--- config.mk ---
export PLATFORM = sky130hd
export DESIGN_NAME = rob_unit_flat
export DESIGN_NICKNAME = d
export VERILOG_FILES = /design/src/rtl/rob_unit_if.sv /design/src/rtl/rob_unit.sv /design/src/flat_wrapper.sv
export SDC_FILE = /design/constraint.sdc
export NUM_CORES = 1
export LEC_CHECK = 0
export CAP_MARGIN = 30
export CORE_MARGIN = 1
export CORE_UTILIZATION = 59
export DETAILED_ROUTE_END_ITERATION = 8
export GPL_ROUTABILITY_DRIVEN = 0
export PLACE_DENSITY = 0.91
export SYNTH_ARGS = -nofsm -noshare
export SYNTH_HDL_FRONTEND = slang
export SYNTH_SLANG_ARGS = --single-unit
export TNS_END_PERCENT = 50
--- constraint.sdc ---
create_clock -name clk -period 4.86 [get_ports clk]
set_input_delay 0.972 -clock clk [delete_from_list [all_inputs] [get_ports clk]]
set_output_delay 0.972 -clock clk [all_outputs]
set_load 0.01 [all_outputs]
--- src/rtl/rob_unit_if.sv ---
// Bundle of the reorder buffer's dispatch, writeback, lookup, commit and status signals.
// The flush input only exists when ROB_FLUSH_EN is defined.
interface rob_unit_if #(
    parameter int DEPTH  = 8,
    parameter int DATA_W = 8,
    parameter int REG_W  = 4,
    parameter int OP_W   = 4
);
    localparam int TAG_W = $clog2(DEPTH);

`ifdef ROB_FLUSH_EN
    logic              flush;
`endif
    logic              alloc_valid;
    logic [OP_W-1:0]   alloc_opcode;
    logic [REG_W-1:0]  alloc_dest;
    logic              alloc_ready;
    logic [TAG_W-1:0]  alloc_tag;
    logic              wb_valid;
    logic [TAG_W-1:0]  wb_tag;
    logic [DATA_W-1:0] wb_value;
    logic [TAG_W-1:0]  lookup_tag;
    logic              lookup_done;
    logic [DATA_W-1:0] lookup_value;
    logic              commit_valid;
    logic              commit_ready;
    logic [OP_W-1:0]   commit_opcode;
    logic [REG_W-1:0]  commit_dest;
    logic [DATA_W-1:0] commit_value;
    logic              commit_we;
    logic              full;
    logic              empty;
    logic [TAG_W:0]    count;

    modport slave (
`ifdef ROB_FLUSH_EN
        input  flush,
`endif
        input  alloc_valid, alloc_opcode, alloc_dest,
        output alloc_ready, alloc_tag,
        input  wb_valid, wb_tag, wb_value,
        input  lookup_tag,
        output lookup_done, lookup_value,
        output commit_valid,
        input  commit_ready,
        output commit_opcode, commit_dest, commit_value, commit_we,
        output full, empty, count
    );

    modport master (
`ifdef ROB_FLUSH_EN
        output flush,
`endif
        output alloc_valid, alloc_opcode, alloc_dest,
        input  alloc_ready, alloc_tag,
        output wb_valid, wb_tag, wb_value,
        output lookup_tag,
        input  lookup_done, lookup_value,
        input  commit_valid,
        output commit_ready,
        input  commit_opcode, commit_dest, commit_value, commit_we,
        input  full, empty, count
    );
endinterface

--- src/rtl/rob_unit.sv ---
// Circular reorder buffer: in-order allocate and retire, out-of-order result writeback.
// Optional feature macro ROB_FLUSH_EN adds a flush input that empties the buffer.
module rob_unit #(
    parameter int DEPTH  = 8,
    parameter int DATA_W = 8,
    parameter int REG_W  = 4,
    parameter int OP_W   = 4
) (
    input  logic       clk,
    input  logic       rst_n,
    rob_unit_if.slave  bus
);
    localparam int               TAG_W    = $clog2(DEPTH);
    localparam logic [OP_W-1:0]  OP_STORE = OP_W'(4'b0100);
    localparam logic [TAG_W:0]   CNT_FULL = (TAG_W+1)'(DEPTH);
    localparam logic [TAG_W:0]   CNT_ONE  = (TAG_W+1)'(1);
    localparam logic [TAG_W-1:0] PTR_ONE  = TAG_W'(1);

    logic [TAG_W-1:0]  r_head;
    logic [TAG_W-1:0]  r_tail;
    logic [TAG_W:0]    r_count;
    logic [DEPTH-1:0]  r_busy;
    logic [DEPTH-1:0]  r_done;
    logic [OP_W-1:0]   r_opcode [DEPTH];
    logic [REG_W-1:0]  r_dest   [DEPTH];
    logic [DATA_W-1:0] r_value  [DEPTH];

    logic              w_full;
    logic              w_empty;
    logic              w_alloc;
    logic              w_commit_valid;
    logic              w_commit;
    logic              w_wb_ok;
    logic [DEPTH-1:0]  w_alloc_sel;
    logic [DEPTH-1:0]  w_commit_sel;
    logic [DEPTH-1:0]  w_wb_sel;

`ifdef ROB_FLUSH_EN
    logic w_flush;
    assign w_flush = bus.flush;
`endif

    assign w_full         = (r_count == CNT_FULL);
    assign w_empty        = (r_count == '0);
    // Full blocks allocation outright, even when the head retires this cycle.
    assign w_alloc        = bus.alloc_valid && !w_full;
    assign w_commit_valid = !w_empty && r_done[r_head];
    assign w_commit       = w_commit_valid && bus.commit_ready;
    assign w_wb_ok        = bus.wb_valid && r_busy[bus.wb_tag];

    generate
        for (genvar gi = 0; gi < DEPTH; gi++) begin : g_sel
            assign w_alloc_sel[gi]  = w_alloc  && (r_tail      == TAG_W'(gi));
            assign w_commit_sel[gi] = w_commit && (r_head      == TAG_W'(gi));
            assign w_wb_sel[gi]     = w_wb_ok  && (bus.wb_tag  == TAG_W'(gi));
        end
    endgenerate

    // A retiring entry ignores a same-cycle writeback; alloc and wb never hit the same slot.
    always_ff @(posedge clk or negedge rst_n) begin
        if (!rst_n) begin
            r_busy <= '0;
            r_done <= '0;
            for (int i = 0; i < DEPTH; i++) begin
                r_opcode[i] <= '0;
                r_dest[i]   <= '0;
                r_value[i]  <= '0;
            end
        end
`ifdef ROB_FLUSH_EN
        else if (w_flush) begin
            r_busy <= '0;
            r_done <= '0;
            for (int i = 0; i < DEPTH; i++) begin
                r_opcode[i] <= '0;
                r_dest[i]   <= '0;
                r_value[i]  <= '0;
            end
        end
`endif
        else begin
            for (int i = 0; i < DEPTH; i++) begin
                if (w_commit_sel[i]) begin
                    r_busy[i] <= 1'b0;
                    r_done[i] <= 1'b0;
                end else if (w_alloc_sel[i]) begin
                    r_busy[i]   <= 1'b1;
                    r_done[i]   <= 1'b0;
                    r_opcode[i] <= bus.alloc_opcode;
                    r_dest[i]   <= bus.alloc_dest;
                end else if (w_wb_sel[i]) begin
                    r_done[i]  <= 1'b1;
                    r_value[i] <= bus.wb_value;
                end
            end
        end
    end

    always_ff @(posedge clk or negedge rst_n) begin
        if (!rst_n) begin
            r_head  <= '0;
            r_tail  <= '0;
            r_count <= '0;
        end
`ifdef ROB_FLUSH_EN
        else if (w_flush) begin
            r_head  <= '0;
            r_tail  <= '0;
            r_count <= '0;
        end
`endif
        else begin
            if (w_alloc) begin
                r_tail <= r_tail + PTR_ONE;
            end
            if (w_commit) begin
                r_head <= r_head + PTR_ONE;
            end
            case ({w_alloc, w_commit})
                2'b10:   r_count <= r_count + CNT_ONE;
                2'b01:   r_count <= r_count - CNT_ONE;
                default: r_count <= r_count;
            endcase
        end
    end

    assign bus.alloc_ready   = !w_full;
    assign bus.alloc_tag     = r_tail;
    assign bus.full          = w_full;
    assign bus.empty         = w_empty;
    assign bus.count         = r_count;
    assign bus.commit_valid  = w_commit_valid;
    assign bus.commit_opcode = r_opcode[r_head];
    assign bus.commit_dest   = r_dest[r_head];
    assign bus.commit_value  = r_value[r_head];
    // Gated by occupancy so an empty buffer never requests a register write.
    assign bus.commit_we     = r_busy[r_head] && (r_opcode[r_head] != OP_STORE);
    assign bus.lookup_done   = r_busy[bus.lookup_tag] && r_done[bus.lookup_tag];
    assign bus.lookup_value  = r_value[bus.lookup_tag];
endmodule
--- src/flat_wrapper.sv ---
// flat-port wrapper written by rule: the top's interface ports become plain ports
module rob_unit_flat 
#(
    parameter int DEPTH  = 8,
    parameter int DATA_W = 8,
    parameter int REG_W  = 4,
    parameter int OP_W   = 4
)
  (clk, rst_n, bus_alloc_valid, bus_alloc_opcode, bus_alloc_dest, bus_alloc_ready, bus_alloc_tag, bus_wb_valid, bus_wb_tag, bus_wb_value, bus_lookup_tag, bus_lookup_done, bus_lookup_value, bus_commit_valid, bus_commit_ready, bus_commit_opcode, bus_commit_dest, bus_commit_value, bus_commit_we, bus_full, bus_empty, bus_count);
  rob_unit_if #(.DEPTH(DEPTH), .DATA_W(DATA_W), .REG_W(REG_W), .OP_W(OP_W)) bus_i ();
  input  logic clk;
  input  logic rst_n;
  input wire logic [$bits(bus_i.alloc_valid)-1:0] bus_alloc_valid;
  input wire logic [$bits(bus_i.alloc_opcode)-1:0] bus_alloc_opcode;
  input wire logic [$bits(bus_i.alloc_dest)-1:0] bus_alloc_dest;
  output wire logic [$bits(bus_i.alloc_ready)-1:0] bus_alloc_ready;
  output wire logic [$bits(bus_i.alloc_tag)-1:0] bus_alloc_tag;
  input wire logic [$bits(bus_i.wb_valid)-1:0] bus_wb_valid;
  input wire logic [$bits(bus_i.wb_tag)-1:0] bus_wb_tag;
  input wire logic [$bits(bus_i.wb_value)-1:0] bus_wb_value;
  input wire logic [$bits(bus_i.lookup_tag)-1:0] bus_lookup_tag;
  output wire logic [$bits(bus_i.lookup_done)-1:0] bus_lookup_done;
  output wire logic [$bits(bus_i.lookup_value)-1:0] bus_lookup_value;
  output wire logic [$bits(bus_i.commit_valid)-1:0] bus_commit_valid;
  input wire logic [$bits(bus_i.commit_ready)-1:0] bus_commit_ready;
  output wire logic [$bits(bus_i.commit_opcode)-1:0] bus_commit_opcode;
  output wire logic [$bits(bus_i.commit_dest)-1:0] bus_commit_dest;
  output wire logic [$bits(bus_i.commit_value)-1:0] bus_commit_value;
  output wire logic [$bits(bus_i.commit_we)-1:0] bus_commit_we;
  output wire logic [$bits(bus_i.full)-1:0] bus_full;
  output wire logic [$bits(bus_i.empty)-1:0] bus_empty;
  output wire logic [$bits(bus_i.count)-1:0] bus_count;
  assign bus_i.alloc_valid = bus_alloc_valid;
  assign bus_i.alloc_opcode = bus_alloc_opcode;
  assign bus_i.alloc_dest = bus_alloc_dest;
  assign bus_alloc_ready = bus_i.alloc_ready;
  assign bus_alloc_tag = bus_i.alloc_tag;
  assign bus_i.wb_valid = bus_wb_valid;
  assign bus_i.wb_tag = bus_wb_tag;
  assign bus_i.wb_value = bus_wb_value;
  assign bus_i.lookup_tag = bus_lookup_tag;
  assign bus_lookup_done = bus_i.lookup_done;
  assign bus_lookup_value = bus_i.lookup_value;
  assign bus_commit_valid = bus_i.commit_valid;
  assign bus_i.commit_ready = bus_commit_ready;
  assign bus_commit_opcode = bus_i.commit_opcode;
  assign bus_commit_dest = bus_i.commit_dest;
  assign bus_commit_value = bus_i.commit_value;
  assign bus_commit_we = bus_i.commit_we;
  assign bus_full = bus_i.full;
  assign bus_empty = bus_i.empty;
  assign bus_count = bus_i.count;
  rob_unit #(.DEPTH(DEPTH), .DATA_W(DATA_W), .REG_W(REG_W), .OP_W(OP_W)) u_core (.clk(clk), .rst_n(rst_n), .bus(bus_i));
endmodule
**Word level (Yosys, flattened, before mapping)**

Index checks and enable logic that the tools add are counted.

- Bits in registers: 154
- Bits of input ports: 27
- Output and inout port bits: 37

- Add/sub/neg operators: 4
- Order comparisons: 5
- Eq/ne operators: 25
- Multiplexer cells: 63
- Bitwise logic cells: 18
- Reductions and logical operators: 69

Operators by type and width:

| operator | number |
|---|---|
| 8-bit binary-select mux with 3-bit select | 2 |
| 1-bit two-way mux | 45 |
| 3-bit == test (second input constant) | 12 |
| 8-bit two-way mux | 4 |
| 1-bit logical AND | 30 |
| 4-bit binary-select mux with 3-bit select | 2 |
| 3-bit AND reduction | 8 |
| 3-bit nonzero test | 8 |
| 3-bit by 2-bit == test with 1-bit output (second input constant) | 6 |
| 2-bit nonzero test | 9 |
| 4-bit two-way mux | 4 |
| 1-bit NOT | 16 |
| 2-bit AND reduction | 8 |
| 1-bit binary-select mux with 3-bit select | 5 |
| 3-bit by 4-bit < comparator with 1-bit output (second input constant) | 3 |
| 3-bit by 1-bit == test with 1-bit output (second input constant) | 3 |
| 3-bit zero test | 3 |
| 4-bit >= comparator (second input constant) | 2 |
| 3-bit NOT with 4-bit output | 2 |
| 4-bit one-hot mux with 2 select lines | 1 |
| 3-bit by 1-bit adder with 3-bit output (second input constant) | 2 |
| 4-bit by 1-bit adder with 4-bit output (second input constant) | 1 |
| 4-bit == test (second input constant) | 1 |
| 4-bit zero test | 1 |
| other kinds (5) | 6 |

**Depth between registers and ports, before layout**

Gate-level depths: netlist (run 1).

- Depth after elaboration: 7
- Depth in mapped cells: 12
- Gate-level depth less buffers: 11

**Worst setup path before layout (run 1)**

No wires, ideal clock.

- Kind: input -> output
- Start: input bus_lookup_tag[0]
- End: output bus_lookup_value[0]
- Arrival: 2.663 ns
- Required time: 3.888 ns
- Slack: 1.225 ns
- Cell stages on the path: 4
- Buffers on the path: 2
- Path through: clkbuf_1 buf_1 mux4_2 mux2_2

- Word-level cells in the longest chain between the ends: 4

Ends and longest elaborated chain:

| item | line | text |
|---|---|---|
| start, declared | flat_wrapper.sv:21 | `input wire logic [$bits(bus_i.lookup_tag)-1:0] bus_lookup_tag;` |
| 3-bit NOT with 4-bit output (implied by the code) | rob_unit.sv:139 | `assign bus.lookup_value = r_value[bus.lookup_tag];` |
| 8-bit binary-select mux with 3-bit select | rob_unit.sv:139 |  |
| 8-bit two-way mux (implied by the code) (2 in a row) | rob_unit.sv:139 |  |
| end, declared | flat_wrapper.sv:23 | `output wire logic [$bits(bus_i.lookup_value)-1:0] bus_lookup_value;` |

Every way passes these cells. The select of a mux whose other input is x is not followed.

**Worst setup path in the final report (run 1)**

Same ends and word-level chain as after synthesis.

==> flow_summary.toml, run 1 <==
[logic_synthesis]
async_reset_ff_frac = 1.00
yosysUniqueCellTypes = 45
syn_avg_cell_area_um2 = 13.8
yosysSeqAreaShare = 0.484
synth_enable_flop_cells = 0
synth_top_flop_cell = "dfrtp_1"
yosys_warnings = 0
syn-cell-area_mm2 = 0.00796
synth_seq_cells = 154
syn_inst = 575
synth_nets = 618

[min_path]
hold_class = "in2async"

[layout]
drive_above_1_share = 0.368
final_cell_mix = "153 x dfrtp_1, 138 x mux2_2, 62 x clkdlybuf4s50_1, 60 x nand2_1, 49 x mux4_2"
stdcell_count = 833
layout_commonest_cell = "dfrtp_1"
syn_to_final_growth_pct = 18.4
regArea_mm2 = 0.00385
insertedDiodeCount = 0
nNetsFinal = 687
multi_input_area_mm2 = 0.00394
fillCellCount = 810

[routing]
wirelength_um = 19000
drc = 0
viasPerCell = 6.45
vias = 5374
ant_nets = 0
wl_per_cell_um = 22.8
dr.pass1.iters = 5
drt_iter0_drc = 545

[worst_setup_path]
start_kind = "input port"
end_kind = "primary output"
startpoint = "bus_lookup_tag[0]"
crit_path_max_fanout = 24
max_stage_delay_ns = 0.57
path_cells = "clkdlybuf4s50_1 > buf_4 > mux4_2 > mux2_2 > clkdlybuf4s50_1"
cpLargestDelayFamily = "buffers and inverters"
cp.arrival_ns = 3.15
cp_num_buf_inv = 3
cp.required_ns = 3.89
r2r-start = "u_core.r_head[0]$_DFFE_PN0P_"
crit_top_cell = "clkdlybuf4s50_1"
worstSetupPathType = "in2out"
crit_path_top_delay_cell = "mux4_2"

[die]
num_io_pins = 64
initial_utilization = 0.603
core_area_mm2 = 0.0132
dieArea_mm2 = 0.0140
num_rows = 42
die_w_um = 118
die_h_um = 118

[placement]
port_buffers = 63
place_inst = 801
hpwl_um = 12100

[clock_tree]
clockBufferDepth = 2
clock-sinks = 154
clk_pin_slew_ns = 0.06
clock_latency_ns = 0.42
postCtsHoldBufs = 0
cts_setup_buffers = 0
ctsResizeCount = 0
htreeDepth = 4
cts_buffers = 17
clockRootBuffer = "clkbuf_16"
cts_tree = "yes"

[sta]
rsz0062_at_grt = "false"
fin_tns_setup_ns = 0
fmax_ghz = 0.243
worst_pin_slew_ns = 1.06
drv_slew = 0
period_needed_ns = 4.12
clock_skew_ns = 0.00672
period_share = 0.848
finalSetupViolCount = 0
maxSlewHeadroom = 0.291
finalHoldViolations = 0

[global_route]
antenna_found_initial = 0
grt_max_degree = 109
grt_pass1_vias = 5799
grt_pass1_wl_um = 30800
grt.overflow.total = 0
grtUsageTotal = 0.294

[pwr]
pwr-share-clk = 0.195
p_per_area_mw_per_mm2 = 733
leakage_nw = 4.00
p_int_mw = 4.56
seq_power_share = 0.356
swShare = 0.340
comb_power_share = 0.448
switchingPower_mw = 2.35
vdd_ir_drop_max_v = 0.000398

[run]
max_cap_viol_count = 0

[outcome]
outcome = "finished, final reports clean"
-- sequential cells by signal (all words and copies together), names as in the netlist --
name,flops
u_core.r_busy,8
u_core.r_head,3
u_core.r_done,8
u_core.bus.count,4
u_core.r_opcode,32
u_core.r_dest,32
u_core.r_value,64
u_core.bus.alloc_tag,3
-- cell usage after synthesis (2+ instances only) --
cell type | instances | area share
a21oi_1 | 7 | 0.0044
a211oi_1 | 3 | 0.0028
and3_1 | 8 | 0.0063
and3_4 | 3 | 0.0042
mux4_2 | 49 | 0.14
ha_1 | 15 | 0.024
and4_1 | 2 | 0.0022
a31oi_1 | 7 | 0.0055
nand4_1 | 2 | 0.0016
o21ai_0 | 11 | 0.0069
nand3_1 | 16 | 0.010
nand2_1 | 60 | 0.028
a21boi_2 | 3 | 0.0042
mux2i_1 | 7 | 0.0088
o21a_1 | 2 | 0.0019
nor2_1 | 15 | 0.0071
a211oi_4 | 3 | 0.0075
buf_2 | 4 | 0.0025
nor2b_1 | 4 | 0.0031
xnor2_1 | 4 | 0.0044
nor3_1 | 3 | 0.0019
buf_4 | 2 | 0.0019
xor2_1 | 2 | 0.0022
buf_1 | 10 | 0.0047
nor3_4 | 2 | 0.0041
clkbuf_1 | 7 | 0.0033
nor3_2 | 2 | 0.0025
inv_1 | 13 | 0.0061
dfrtp_1 | 154 | 0.48
nand2b_1 | 3 | 0.0024
mux2_2 | 138 | 0.20
-- cell type report --
type,count,area share
clock inverter,7,0.0121
sequential,154,0.409
timing repair buffer,74,0.0801
clock buffer,25,0.0515
tap,176,0.0234
multi-input combinational,384,0.419
inverter,13,0.00518
-- power by group through the flow --
stage | sequential [mW] | clock (mW) | combinational (mW)
final | 2.46 | 1.35 | 3.10
after global placement | 2.39 | 0 | 2.87
after CTS | 2.44 | 1.36 | 3.10
after floorplan | 2.24 | 0 | 2.10
after detailed placement | 2.45 | 0 | 3.04
after global routing | 2.53 | 1.41 | 3.32
-- final timing paths --
| kind | to | slack [ns] | depth (start not counted) |
|---|---|---|---|
| min in group clk | u_core.r_opcode[14]$_DFFE_PN0P_ | 0.50 | 1 |
| max reg2reg | u_core.bus.count[3]$_DFFE_PN0P_ | 1.50 | 12 |
| min reg2reg | u_core.r_opcode[14]$_DFFE_PN0P_ | 0.50 | 1 |
| max in group asynchronous | u_core.r_value[39]$_DFFE_PN0P_ | 3.28 | 3 |
| max | bus_lookup_value[0] | 0.74 | 5 |
| min | u_core.r_value[22]$_DFFE_PN0P_ | 0.39 | 1 |
-- metal layers --
| metal | vias up | GRT usage | wire length [um] |
|---|---|---|---|
| met5 | - | 0 | 0 |
| met4 | 0 | 0.150 | 658 |
| met3 | 65 | 0.0748 | 1380 |
| met2 | 268 | 0.478 | 9530 |
| met1 | 2753 | 0.367 | 7400 |
| li1 | 2288 | - | - |
-- stage by stage --
stage	utilization	total power, mW	hold slack [ns]	setup slack [ns]	instance area [um^2]
CTS	0.714	6.90	0.390	0.723	9420
global placement	0.665	5.26	0.481	0.775	8770
finish	0.714	6.90	0.391	0.740	9420
detailed placement	0.669	5.49	0.489	0.731	8820
floorplan	-	4.35	0.474	1.22	7960
global route	0.714	7.27	0.401	0.648	9420
-- logic make-up (layout without fill, tap and decap cells) --
logic type | count (synthesis) | after routing | share of synthesized area
muxes | 194 | 194 | 0.343
DFF | 154 | 154 | 0.484
and+or+nand+nor | 125 | 125 | 0.0794
AOI/OAI and AO/OA | 43 | 43 | 0.0407
buffers and inverters | 37 | 119 | 0.0203
adders and majority gates | 16 | 16 | 0.0261
xor gates and xnor gates | 6 | 6 | 0.00660
-- worst register-to-register path: stages, from the launching register on --
cell and delay (ns):
dfrtp_2 0.44, buf_4 0.38, mux2i_1 0.47, a22oi_1 0.24
nand3_1 0.23, inv_1 0.12, ha_1 0.26, ha_1 0.30
a21o_1 0.16, a21oi_1 0.23, xnor2_1 0.17, nor2_1 0.08
xor2_1 0.14
Note: power is estimated with default switching activity, not from simulation.
==> run 2, diff against run 1 <==
clock period = 4.3 ns   (was 4.86 ns; I/O delays follow)
==> flow_summary.toml, run 2 (synthesized netlist as in run 1, its figures left out) <==
[sta]
fmax_ghz = 0.251
finalHoldViolations = 0
maxSlewHeadroom = 0.362
rsz0062_at_grt = "false"
fin_tns_setup_ns = 0
period_needed_ns = 3.98
layout_setup_ws_ns = 0.317
drv_slew = 0
period_share = 0.926
worst_pin_slew_ns = 0.952
clock_skew_ns = 0.0108
finalSetupViolCount = 0

[global_route]
grt_max_degree = 100
grtUsageTotal = 0.294
grt_pass1_vias = 5784
grt.overflow.total = 0
antenna_found_initial = 0
grt_pass1_wl_um = 30800

[worst_setup_path]
crit_path_max_fanout = 20
worstSetupPathType = "reg2out"
crit_path_top_delay_cell = "dfrtp_1"
cp.required_ns = 3.44
path_cells = "buf_4 > inv_1 > nand2_1 > a32oi_1 > clkdlybuf4s50_1"
cp.arrival_ns = 3.12
start_kind = "register"
startpoint = "u_core.r_head[2]$_DFFE_PN0P_"
end_kind = "primary output"
max_stage_delay_ns = 0.71
r2r-start = "u_core.r_head[2]$_DFFE_PN0P_"

[clock_tree]
cts_tree = "yes"
ctsResizeCount = 0
htreeDepth = 4
cts_buffers = 17
clockRootBuffer = "clkbuf_16"
postCtsHoldBufs = 0
clockBufferDepth = 2
cts_setup_buffers = 0
clock-sinks = 154
clock_latency_ns = 0.43
clk_pin_slew_ns = 0.06

[die]
die_h_um = 118
num_rows = 42
die_w_um = 118
initial_utilization = 0.603
num_io_pins = 64
core_area_mm2 = 0.0132
dieArea_mm2 = 0.0140

[routing]
vias = 5275
ant_nets = 0
drc = 0
wirelength_um = 18700
viasPerCell = 6.36
drt_iter0_drc = 553
wl_per_cell_um = 22.5
dr.pass1.iters = 5

[pwr]
comb_power_share = 0.431
power.total_mw = 7.85
switchingPower_mw = 2.63
swShare = 0.335
vdd_ir_drop_max_v = 0.000514
p_per_area_mw_per_mm2 = 832
leakage_nw = 4.00
pwr-share-clk = 0.209
seq_power_share = 0.360
p_int_mw = 5.22

[layout]
layout_commonest_cell = "dfrtp_1"
syn_to_final_growth_pct = 18.5
largest_reg_flops = 64
regMostFlops = "u_core.r_value"
nNetsFinal = 685
drive_above_1_share = 0.373
stdcell_count = 830
insertedDiodeCount = 0
fillCellCount = 823
largestRegisters = "u_core.r_value x64, u_core.r_dest x32, u_core.r_opcode x32"
final_area_mm2 = 0.00943
final_cell_mix = "153 x dfrtp_1, 138 x mux2_2, 62 x clkdlybuf4s50_1, 60 x nand2_1, 49 x mux4_2"

[placement]
port_buffers = 63
place_inst = 799
postPlaceCellArea_mm2 = 0.00878
dpl_worst_slack_ns = 0.453
hpwl_um = 11800

[run]
max_cap_viol_count = 0

[min_path]
hold_class = "reg2reg"
hp-start = "u_core.r_opcode[11]$_DFFE_PN0P_"

[outcome]
outcome = "finished, final reports clean"
-- run 2: changes by cell type in the layout (fill, tap and decap cells not counted), sizes merged --
| cell | change |
|---|---|
| buf | -2 |
| bufinv | +2 |
| clkbuf | -6 |
| clkinvlp | +3 |
-- run 2: path summary, 6_finish.rpt --
| check | end | slack [ns] | cells past startpoint |
|---|---|---|---|
| setup reg to reg | u_core.r_value[30]$_DFFE_PN0P_ | 0.83 | 6 |
| hold / removal | u_core.r_opcode[11]$_DFFE_PN0P_ | 0.50 | 1 |
| setup / recovery | bus_commit_we | 0.32 | 5 |
| max in group asynchronous | u_core.r_value[39]$_DFFE_PN0P_ | 2.94 | 2 |
| hold reg to reg | u_core.r_opcode[11]$_DFFE_PN0P_ | 0.50 | 1 |
| min in group asynchronous | u_core.r_value[46]$_DFFE_PN0P_ | 0.54 | 1 |
-- run 2: power by group through the flow --
stage | logic (mW) | clock network (mW) | registers [mW]
3_3_place_gp | 3.20 | 0 | 2.73
3_5_place_dp | 3.34 | 0 | 2.81
4_1_cts | 3.39 | 1.66 | 2.80
5_1_grt | 3.65 | 1.73 | 2.91
6_report | 3.38 | 1.64 | 2.82
2_1_floorplan | 2.38 | 0 | 2.54
-- run 2: worst max-delay path, delay by kind of cell (launching register included) --
| family | cells | cell delay [ns] |
|---|---|---|
| DFF | 1 | 0.71 |
| and+or+nand+nor | 1 | 0.18 |
| buffers and inverters | 3 | 1.52 |
| AOI/OAI and AO/OA | 1 | 0.27 |
-- run 2: metal layers --
layer / track usage / share of wire / up-vias
met2: 0.494 / 0.52 / 208
met5: 0 / 0 / -
met3: 0.0671 / 0.056 / 41
met4: 0.119 / 0.024 / 0
li1: - / - / 2276
met1: 0.371 / 0.40 / 2750
-- run 2: area by class of cell --
cell class,instances,area (um^2),area share
multi-input cells,384,3940,0.418
repair buffers,72,712,0.0755
inverters,13,48.8,0.00518
clock buffers,19,453,0.0480
clock inverters,12,196,0.0208
flip-flops and latches,154,3850,0.409
well taps,176,220,0.0234
-- run 2: metrics by stage --
step	hold WS (ns)	utilization
6_report	0.505	0.715
4_1_cts	0.507	0.715
5_1_grt	0.523	0.715
2_1_floorplan	0.474	-
3_5_place_dp	0.492	0.666
3_3_place_gp	0.481	0.666
